[config.mk]
export PLATFORM = sky130hd
export DESIGN_NAME = cmd_frame_master_flat
export DESIGN_NICKNAME = d
export VERILOG_FILES = /design/src/rtl/cmd_frame_master_if.sv /design/src/rtl/cmd_frame_master.sv /design/src/flat_wrapper.sv
export SDC_FILE = /design/constraint.sdc
export NUM_CORES = 1
export LEC_CHECK = 0
export CAP_MARGIN = 20
export CORE_UTILIZATION = 45
export CTS_BUF_LIST = sky130_fd_sc_hd__clkbuf_2 sky130_fd_sc_hd__clkbuf_4 sky130_fd_sc_hd__clkbuf_8
export DETAILED_ROUTE_END_ITERATION = 12
export HOLD_SLACK_MARGIN = 0.15
export PLACE_DENSITY = 0.78
export SYNTH_ARGS = -nofsm -noshare
export SYNTH_HDL_FRONTEND = slang
export SYNTH_SLANG_ARGS = --single-unit
[constraint.sdc]
create_clock -name clk -period 3.3 [get_ports clk]
set_clock_uncertainty 0.05 [all_clocks]
set_input_delay 0.825 -clock clk [delete_from_list [all_inputs] [get_ports clk]]
set_output_delay 0.825 -clock clk [all_outputs]
set_load 0.01 [all_outputs]
[src/rtl/cmd_frame_master_if.sv]
// Request, UART TX/RX and response signals of the command frame master.
// Master modport is the frame master; slave modport is the host/UART side.
interface cmd_frame_master_if #(
    parameter int ADDR_WIDTH    = 4,
    parameter int ALU_FUN_WIDTH = 4
);
    logic                     req_valid;
    logic                     req_ready;
    logic [1:0]               req_cmd;
    logic [ADDR_WIDTH-1:0]    req_addr;
    logic [7:0]               req_wdata;
    logic [7:0]               req_opb;
    logic [ALU_FUN_WIDTH-1:0] req_fun;
    logic [7:0]               tx_data;
    logic                     tx_vld;
    logic                     tx_busy;
    logic [7:0]               rx_p_data;
    logic                     rx_d_vld;
    logic [15:0]              rsp_data;
    logic                     rsp_valid;
    logic                     rsp_timeout;
    logic                     busy;

    modport master (
        input  req_valid, req_cmd, req_addr, req_wdata, req_opb, req_fun,
        input  tx_busy, rx_p_data, rx_d_vld,
        output req_ready, tx_data, tx_vld, rsp_data, rsp_valid, rsp_timeout, busy
    );

    modport slave (
        output req_valid, req_cmd, req_addr, req_wdata, req_opb, req_fun,
        output tx_busy, rx_p_data, rx_d_vld,
        input  req_ready, tx_data, tx_vld, rsp_data, rsp_valid, rsp_timeout, busy
    );
endinterface

[src/rtl/cmd_frame_master.sv]
// Serializes one UART command frame, collects 0-2 response bytes; TX stalls while tx_busy.
// Optional response timeout: define CMD_MASTER_TIMEOUT_EN.
module cmd_frame_master #(
    parameter int ADDR_WIDTH    = 4,
    parameter int ALU_FUN_WIDTH = 4,
    parameter int RSP_TIMEOUT   = 255
) (
    input  logic         clk,
    input  logic         rst_n,
    cmd_frame_master_if.master bus
);
    typedef enum logic [1:0] {IDLE, SEND, WAIT_RSP} state_t;

    localparam logic [1:0] CMD_RF_WR = 2'b00;
    localparam logic [1:0] CMD_RF_RD = 2'b01;
    localparam logic [1:0] CMD_ALU_OP = 2'b10;

    state_t                   state;
    logic [1:0]               cmd_r;
    logic [ADDR_WIDTH-1:0]    addr_r;
    logic [7:0]               wdata_r;
    logic [7:0]               opb_r;
    logic [ALU_FUN_WIDTH-1:0] fun_r;
    logic [1:0]               idx;
    logic                     rx_cnt;
    logic [7:0]               tx_data_r;
    logic                     tx_vld_r;
    logic [15:0]              rsp_data_r;
    logic                     rsp_valid_r;

    function automatic logic [7:0] header(input logic [1:0] cmd);
        case (cmd)
            2'b00:   header = 8'hAA;
            2'b01:   header = 8'hBB;
            2'b10:   header = 8'hCC;
            default: header = 8'hDD;
        endcase
    endfunction

    function automatic logic [1:0] last_idx(input logic [1:0] cmd);
        case (cmd)
            2'b00:   last_idx = 2'd2;
            2'b10:   last_idx = 2'd3;
            default: last_idx = 2'd1;
        endcase
    endfunction

    // Payload bytes come from the registered request; the header is loaded at capture.
    function automatic logic [7:0] payload(input logic [1:0] i);
        logic [7:0] addr_ext;
        logic [7:0] fun_ext;
        addr_ext = 8'(addr_r);
        fun_ext  = 8'(fun_r);
        payload  = 8'h00;
        case (i)
            2'd1: case (cmd_r)
                2'b00, 2'b01: payload = addr_ext;
                2'b10:        payload = wdata_r;
                default:      payload = fun_ext;
            endcase
            2'd2: payload = (cmd_r == CMD_ALU_OP) ? opb_r : wdata_r;
            2'd3: payload = fun_ext;
            default: payload = header(cmd_r);
        endcase
    endfunction

`ifdef CMD_MASTER_TIMEOUT_EN
    // Expiry when the count would reach RSP_TIMEOUT idle cycles.
    localparam logic [7:0] TO_LAST = 8'(RSP_TIMEOUT - 1);
    logic [7:0] to_cnt;
    logic       rsp_timeout_r;
    assign bus.rsp_timeout = rsp_timeout_r;
`else
    assign bus.rsp_timeout = 1'b0;
`endif

    always_ff @(posedge clk or negedge rst_n) begin
        if (!rst_n) begin
            state       <= IDLE;
            cmd_r       <= '0;
            addr_r      <= '0;
            wdata_r     <= '0;
            opb_r       <= '0;
            fun_r       <= '0;
            idx         <= '0;
            rx_cnt      <= 1'b0;
            tx_data_r   <= '0;
            tx_vld_r    <= 1'b0;
            rsp_data_r  <= '0;
            rsp_valid_r <= 1'b0;
`ifdef CMD_MASTER_TIMEOUT_EN
            to_cnt        <= '0;
            rsp_timeout_r <= 1'b0;
`endif
        end else begin
            rsp_valid_r <= 1'b0;
`ifdef CMD_MASTER_TIMEOUT_EN
            rsp_timeout_r <= 1'b0;
`endif
            case (state)
                IDLE: begin
                    if (bus.req_valid) begin
                        cmd_r     <= bus.req_cmd;
                        addr_r    <= bus.req_addr;
                        wdata_r   <= bus.req_wdata;
                        opb_r     <= bus.req_opb;
                        fun_r     <= bus.req_fun;
                        idx       <= 2'd0;
                        rx_cnt    <= 1'b0;
                        tx_data_r <= header(bus.req_cmd);
                        tx_vld_r  <= 1'b1;
                        state     <= SEND;
                    end
                end
                SEND: begin
                    if (!bus.tx_busy) begin
                        if (idx == last_idx(cmd_r)) begin
                            tx_vld_r <= 1'b0;
                            if (cmd_r == CMD_RF_WR) begin
                                rsp_data_r  <= '0;
                                rsp_valid_r <= 1'b1;
                                state       <= IDLE;
                            end else begin
                                state <= WAIT_RSP;
                            end
`ifdef CMD_MASTER_TIMEOUT_EN
                            to_cnt <= '0;
`endif
                        end else begin
                            idx       <= idx + 2'd1;
                            tx_data_r <= payload(idx + 2'd1);
                        end
                    end
                end
                WAIT_RSP: begin
                    if (bus.rx_d_vld) begin
`ifdef CMD_MASTER_TIMEOUT_EN
                        to_cnt <= '0;
`endif
                        if (!rx_cnt) begin
                            rsp_data_r <= {8'h00, bus.rx_p_data};
                            rx_cnt     <= 1'b1;
                            if (cmd_r == CMD_RF_RD) begin
                                rsp_valid_r <= 1'b1;
                                state       <= IDLE;
                            end
                        end else begin
                            rsp_data_r[15:8] <= bus.rx_p_data;
                            rsp_valid_r      <= 1'b1;
                            state            <= IDLE;
                        end
`ifdef CMD_MASTER_TIMEOUT_EN
                    end else if (to_cnt == TO_LAST) begin
                        rsp_timeout_r <= 1'b1;
                        state         <= IDLE;
                    end else begin
                        to_cnt <= to_cnt + 8'd1;
`endif
                    end
                end
                default: state <= IDLE;
            endcase
        end
    end

    assign bus.req_ready = (state == IDLE);
    assign bus.busy      = (state != IDLE);
    assign bus.tx_data   = tx_data_r;
    assign bus.tx_vld    = tx_vld_r;
    assign bus.rsp_data  = rsp_data_r;
    assign bus.rsp_valid = rsp_valid_r;
endmodule

[src/flat_wrapper.sv]
// flat-port wrapper written by rule: the top's interface ports become plain ports
module cmd_frame_master_flat 
#(
    parameter int ADDR_WIDTH    = 4,
    parameter int ALU_FUN_WIDTH = 4,
    parameter int RSP_TIMEOUT   = 255
)
  (clk, rst_n, bus_req_valid, bus_req_cmd, bus_req_addr, bus_req_wdata, bus_req_opb, bus_req_fun, bus_tx_busy, bus_rx_p_data, bus_rx_d_vld, bus_req_ready, bus_tx_data, bus_tx_vld, bus_rsp_data, bus_rsp_valid, bus_rsp_timeout, bus_busy);
  cmd_frame_master_if #(.ADDR_WIDTH(ADDR_WIDTH), .ALU_FUN_WIDTH(ALU_FUN_WIDTH)) bus_i ();
  input  logic clk;
  input  logic rst_n;
  input wire logic [$bits(bus_i.req_valid)-1:0] bus_req_valid;
  input wire logic [$bits(bus_i.req_cmd)-1:0] bus_req_cmd;
  input wire logic [$bits(bus_i.req_addr)-1:0] bus_req_addr;
  input wire logic [$bits(bus_i.req_wdata)-1:0] bus_req_wdata;
  input wire logic [$bits(bus_i.req_opb)-1:0] bus_req_opb;
  input wire logic [$bits(bus_i.req_fun)-1:0] bus_req_fun;
  input wire logic [$bits(bus_i.tx_busy)-1:0] bus_tx_busy;
  input wire logic [$bits(bus_i.rx_p_data)-1:0] bus_rx_p_data;
  input wire logic [$bits(bus_i.rx_d_vld)-1:0] bus_rx_d_vld;
  output wire logic [$bits(bus_i.req_ready)-1:0] bus_req_ready;
  output wire logic [$bits(bus_i.tx_data)-1:0] bus_tx_data;
  output wire logic [$bits(bus_i.tx_vld)-1:0] bus_tx_vld;
  output wire logic [$bits(bus_i.rsp_data)-1:0] bus_rsp_data;
  output wire logic [$bits(bus_i.rsp_valid)-1:0] bus_rsp_valid;
  output wire logic [$bits(bus_i.rsp_timeout)-1:0] bus_rsp_timeout;
  output wire logic [$bits(bus_i.busy)-1:0] bus_busy;
  assign bus_i.req_valid = bus_req_valid;
  assign bus_i.req_cmd = bus_req_cmd;
  assign bus_i.req_addr = bus_req_addr;
  assign bus_i.req_wdata = bus_req_wdata;
  assign bus_i.req_opb = bus_req_opb;
  assign bus_i.req_fun = bus_req_fun;
  assign bus_i.tx_busy = bus_tx_busy;
  assign bus_i.rx_p_data = bus_rx_p_data;
  assign bus_i.rx_d_vld = bus_rx_d_vld;
  assign bus_req_ready = bus_i.req_ready;
  assign bus_tx_data = bus_i.tx_data;
  assign bus_tx_vld = bus_i.tx_vld;
  assign bus_rsp_data = bus_i.rsp_data;
  assign bus_rsp_valid = bus_i.rsp_valid;
  assign bus_rsp_timeout = bus_i.rsp_timeout;
  assign bus_busy = bus_i.busy;
  cmd_frame_master #(.ADDR_WIDTH(ADDR_WIDTH), .ALU_FUN_WIDTH(ALU_FUN_WIDTH), .RSP_TIMEOUT(RSP_TIMEOUT)) u_core (.clk(clk), .rst_n(rst_n), .bus(bus_i));
endmodule
==> impl_metrics.yaml <==
outcome:
  outcome: "completed"
placed_design:
  portBuffers: 66
  hpwlAfterDp_um: 4090
  postPlaceCellArea_sq_um: 3450
  dp.cells: 380
  gp_congestion: 0.769
  place_ws_ns: 0.498
power:
  p_int_mw: 2.11
  pwr-share-comb_pct: 44.8
  sw_frac_of_total_pct: 36.3
  ir_worst_vdd_v: 0.000523
  power_frac_seq_pct: 36.5
  power.total_mw: 3.31
  clkPwrFrac_pct: 18.7
  power_density_nw_per_um2: 911
  p_leak_nw: 1.54
  p_switching_mw: 1.20
timing:
  setup_ws_ns: 0.761
  finalCritPeriodShare_pct: 76.9
  max_freq_ghz: 0.394
  final_max_slew_viol_count: 0
  worst_pin_slew_ns: 0.941
  hold_ws_ns: 0.428
  slew-limit-headroom_pct: 37.0
  finalSetupTns_ns: 0
  final_hold_viol_count: 0
  final.min_clock_period_ns: 2.54
  setup-violations-final: 0
  rsz0062_at_grt: "no"
critical_path:
  crit-reg2reg-launch: "u_core.state[1]$_DFFE_PN0P_"
  r2r_cells: 5
  cp-start-kind: "flip-flop"
  r2r_setup_slack_ns: 0.94
  cp_max_fo: 6
  cp.arrival_ns: 1.66
  endpoint_kind: "primary output"
  worstSetupPathType: "reg -> out"
  r2r-end: "u_core.bus.rsp_data[12]$_DFFE_PN0P_"
  required_ns: 2.42
final_layout:
  num-fill-cells: 478
  final_util_pct: 61.8
  nets: 362
  syn_to_final_growth_pct: 33.1
  multi_input_area_sq_um: 1210
  stdcell_count: 394
  diodes: 0
  fin_area_sq_um: 3640
  regArea_sq_um: 1430
  drive_above_1_share_pct: 17.2
global_routing:
  grt_use_total_pct: 21.1
  grt-ovfl-total: 0
  antenna_found_initial: 0
  grt_pass1_vias: 2172
  grt_first_pass_wirelength_um: 10100
  grt_start_max_net_pins: 58
synthesis:
  postSynthAreaPerCell_sq_um: 11.1
  syn_area_sq_um: 2730
  ys_types: 37
  synth_nets: 293
  yosys.area.top_type_share_pct: 52.2
  ys_seq_elements: 57
  synth.area.top_cells: "dfrtp_1, mux2_2, nand2_1, o21ai_0, ha_1"
  synth_seq_area_share_pct: 52.2
  ys.warnings.count: 0
  netlist_instances: 247
  synth_area_leader_cell: "dfrtp_1"
drt:
  ant_nets: 0
  drt_iter0_markers: 113
  wl_um: 5780
  vias: 2088
  wl_per_cell_um: 14.7
  via_per_inst: 5.30
  drt_first_pass_iters: 4
  drc: 0
job:
  maxCapViolCount: 0
worst_hold_path:
  holdPathStages: 2
  whs_endpoint: "u_core.bus.rsp_data[13]$_DFFE_PN0P_"
  hp-class: "reg -> reg"
  worstHoldStart: "u_core.bus.rsp_data[13]$_DFFE_PN0P_"
clock_tree:
  holdBufCountCts: 0
  numCtsBuffers: 9
  clk_path_buf_depth: 2
  cts_tree: "yes"
  clkLatencyLatePin_ns: 0.33
  cts_resized: 0
  ctsHtreeMaxLevel: 3
  cts_root_buf: "clkbuf_8"
  post_cts_buffers: 0
  path_clk_slew_ns: 0.06
  cts.sinks: 57
floorplanning:
  start_util_pct: 46.4
  coreArea_sq_um: 5890
  die_h_um: 79.9
  die_width_um: 79.9
  top_level_ports: 68
  placementRows: 28
  dieArea_sq_um: 6390
## sequential cells by signal, indices dropped and copies added, names as in the netlist
signal / cells
u_core.wdata_r: 8
u_core.addr_r: 4
u_core.rx_cnt: 1
u_core.fun_r: 4
u_core.state: 2
u_core.cmd_r: 2
u_core.idx: 2
u_core.bus.tx_vld: 1
u_core.bus.rsp_valid: 1
u_core.opb_r: 8
u_core.bus.tx_data: 8
u_core.bus.rsp_data: 16
## worst max path at each step
| stage | slack, ns | from | end |
|---|---|---|---|
| after global placement | 0.55 | bus_rx_d_vld | u_core.bus.rsp_data[1]$_DFFE_PN0P_ |
| after CTS | 0.74 | u_core.state[0]$_DFFE_PN0P_ | bus_busy |
| after detailed placement | 0.50 | bus_rx_d_vld | u_core.bus.rsp_data[2]$_DFFE_PN0P_ |
| after global routing | 0.63 | u_core.state[1]$_DFFE_PN0P_ | u_core.bus.rsp_data[15]$_DFFE_PN0P_ |
| after floorplan | 1.17 | bus_rx_d_vld | u_core.bus.rsp_data[0]$_DFFE_PN0P_ |
| final | 0.76 | u_core.state[0]$_DFFE_PN0P_ | bus_busy |
## cells in the mapped netlist
master	n
nand2b_1	1
nor2b_1	3
xor2_1	1
nand2_1	30
dfrtp_1	57
o21ai_0	20
mux2_1	1
buf_4	2
o21a_1	2
nor4b_2	1
or4_1	1
nand3_1	1
buf_2	4
a31oi_1	3
a221o_1	2
a221oi_1	3
inv_1	9
and3_1	1
a21oi_1	13
or2_2	1
a31o_2	1
a22o_1	9
mux2_2	32
a22oi_1	1
nand3b_1	2
o211ai_2	1
a211o_1	2
o22a_1	1
a21boi_0	1
mux2i_1	6
conb_1	1
and2_1	3
clkbuf_1	6
ha_1	7
a311oi_1	1
nor2_1	14
o211ai_1	3
## placed cells by master (no fill, tap or decap), drive strengths merged
| cell | Yosys | final |
|---|---|---|
| a211o | 2 | 2 |
| a21boi | 1 | 1 |
| a21oi | 13 | 13 |
| a221o | 2 | 2 |
| a221oi | 3 | 3 |
| a22o | 9 | 9 |
| a22oi | 1 | 1 |
| a311oi | 1 | 1 |
| a31o | 1 | 1 |
| a31oi | 3 | 3 |
| and2 | 3 | 3 |
| and3 | 1 | 1 |
| buf | 6 | 5 |
| bufinv | 0 | 1 |
| clkbuf | 6 | 10 |
| clkdlybuf4s50 | 0 | 65 |
| clkinv | 0 | 3 |
| conb | 1 | 1 |
| dfrtp | 57 | 57 |
| ha | 7 | 7 |
| inv | 9 | 9 |
| mux2 | 33 | 33 |
| mux2i | 6 | 6 |
| nand2 | 30 | 30 |
| nand2b | 1 | 1 |
| nand3 | 1 | 1 |
| nand3b | 2 | 2 |
| nor2 | 14 | 14 |
| nor2b | 3 | 3 |
| nor4b | 1 | 1 |
| o211ai | 4 | 4 |
| o21a | 2 | 2 |
| o21ai | 20 | 20 |
| o22a | 1 | 1 |
| or2 | 1 | 1 |
| or4 | 1 | 1 |
| xor2 | 1 | 1 |
## metal layers
layer	global-route usage, %	up-vias	wire (um)
met2	34.0	71	2720
met4	9.11	0	112
met3	4.57	12	284
met1	27.4	994	2670
met5	0	-	0
li1	-	1011	-
## worst max-delay path, cell delays in order, from the launching register on
cell and delay (ns):
dfrtp_1 0.35, inv_1 0.07, ha_1 0.26, inv_1 0.11, clkdlybuf4s50_1 0.53
## area by class of cell
| cell class | count | share of cell area (%) |
|---|---|---|
| flip-flops and latches | 57 | 39.2 |
| multi-input cells | 169 | 33.4 |
| repair buffers | 70 | 18.9 |
| clock buffers | 10 | 3.79 |
| well taps | 75 | 2.58 |
| clock inverters | 4 | 1.24 |
| inverters | 9 | 0.929 |
## cells by family (layout without fill, tap and decap cells)
| kind of cell | Yosys count | in the layout | share of synthesized area (%) |
|---|---|---|---|
| AO/OA/AOI/OAI | 63 | 63 | 15.3 |
| AND/OR/NAND/NOR | 58 | 58 | 9.67 |
| flip-flops | 57 | 57 | 52.2 |
| multiplexers | 39 | 39 | 15.8 |
| buffers and inverters | 21 | 93 | 3.34 |
| adder cells (fa/ha/maj) | 7 | 7 | 3.21 |
| other | 1 | 1 | 0.137 |
| XOR/XNOR | 1 | 1 | 0.321 |
## power by group through the flow
stage          Sequential [mW]  Clock [mW]  Combinational (mW)
3_3_place_gp              1.21           0                1.44
4_1_cts                   1.21       0.629                1.50
5_1_grt                   1.25       0.665                1.66
3_5_place_dp              1.22           0                1.48
6_report                  1.21       0.618                1.48
2_1_floorplan             1.16           0                1.03
No activity file was read; power rests on OpenSTA's default activity.
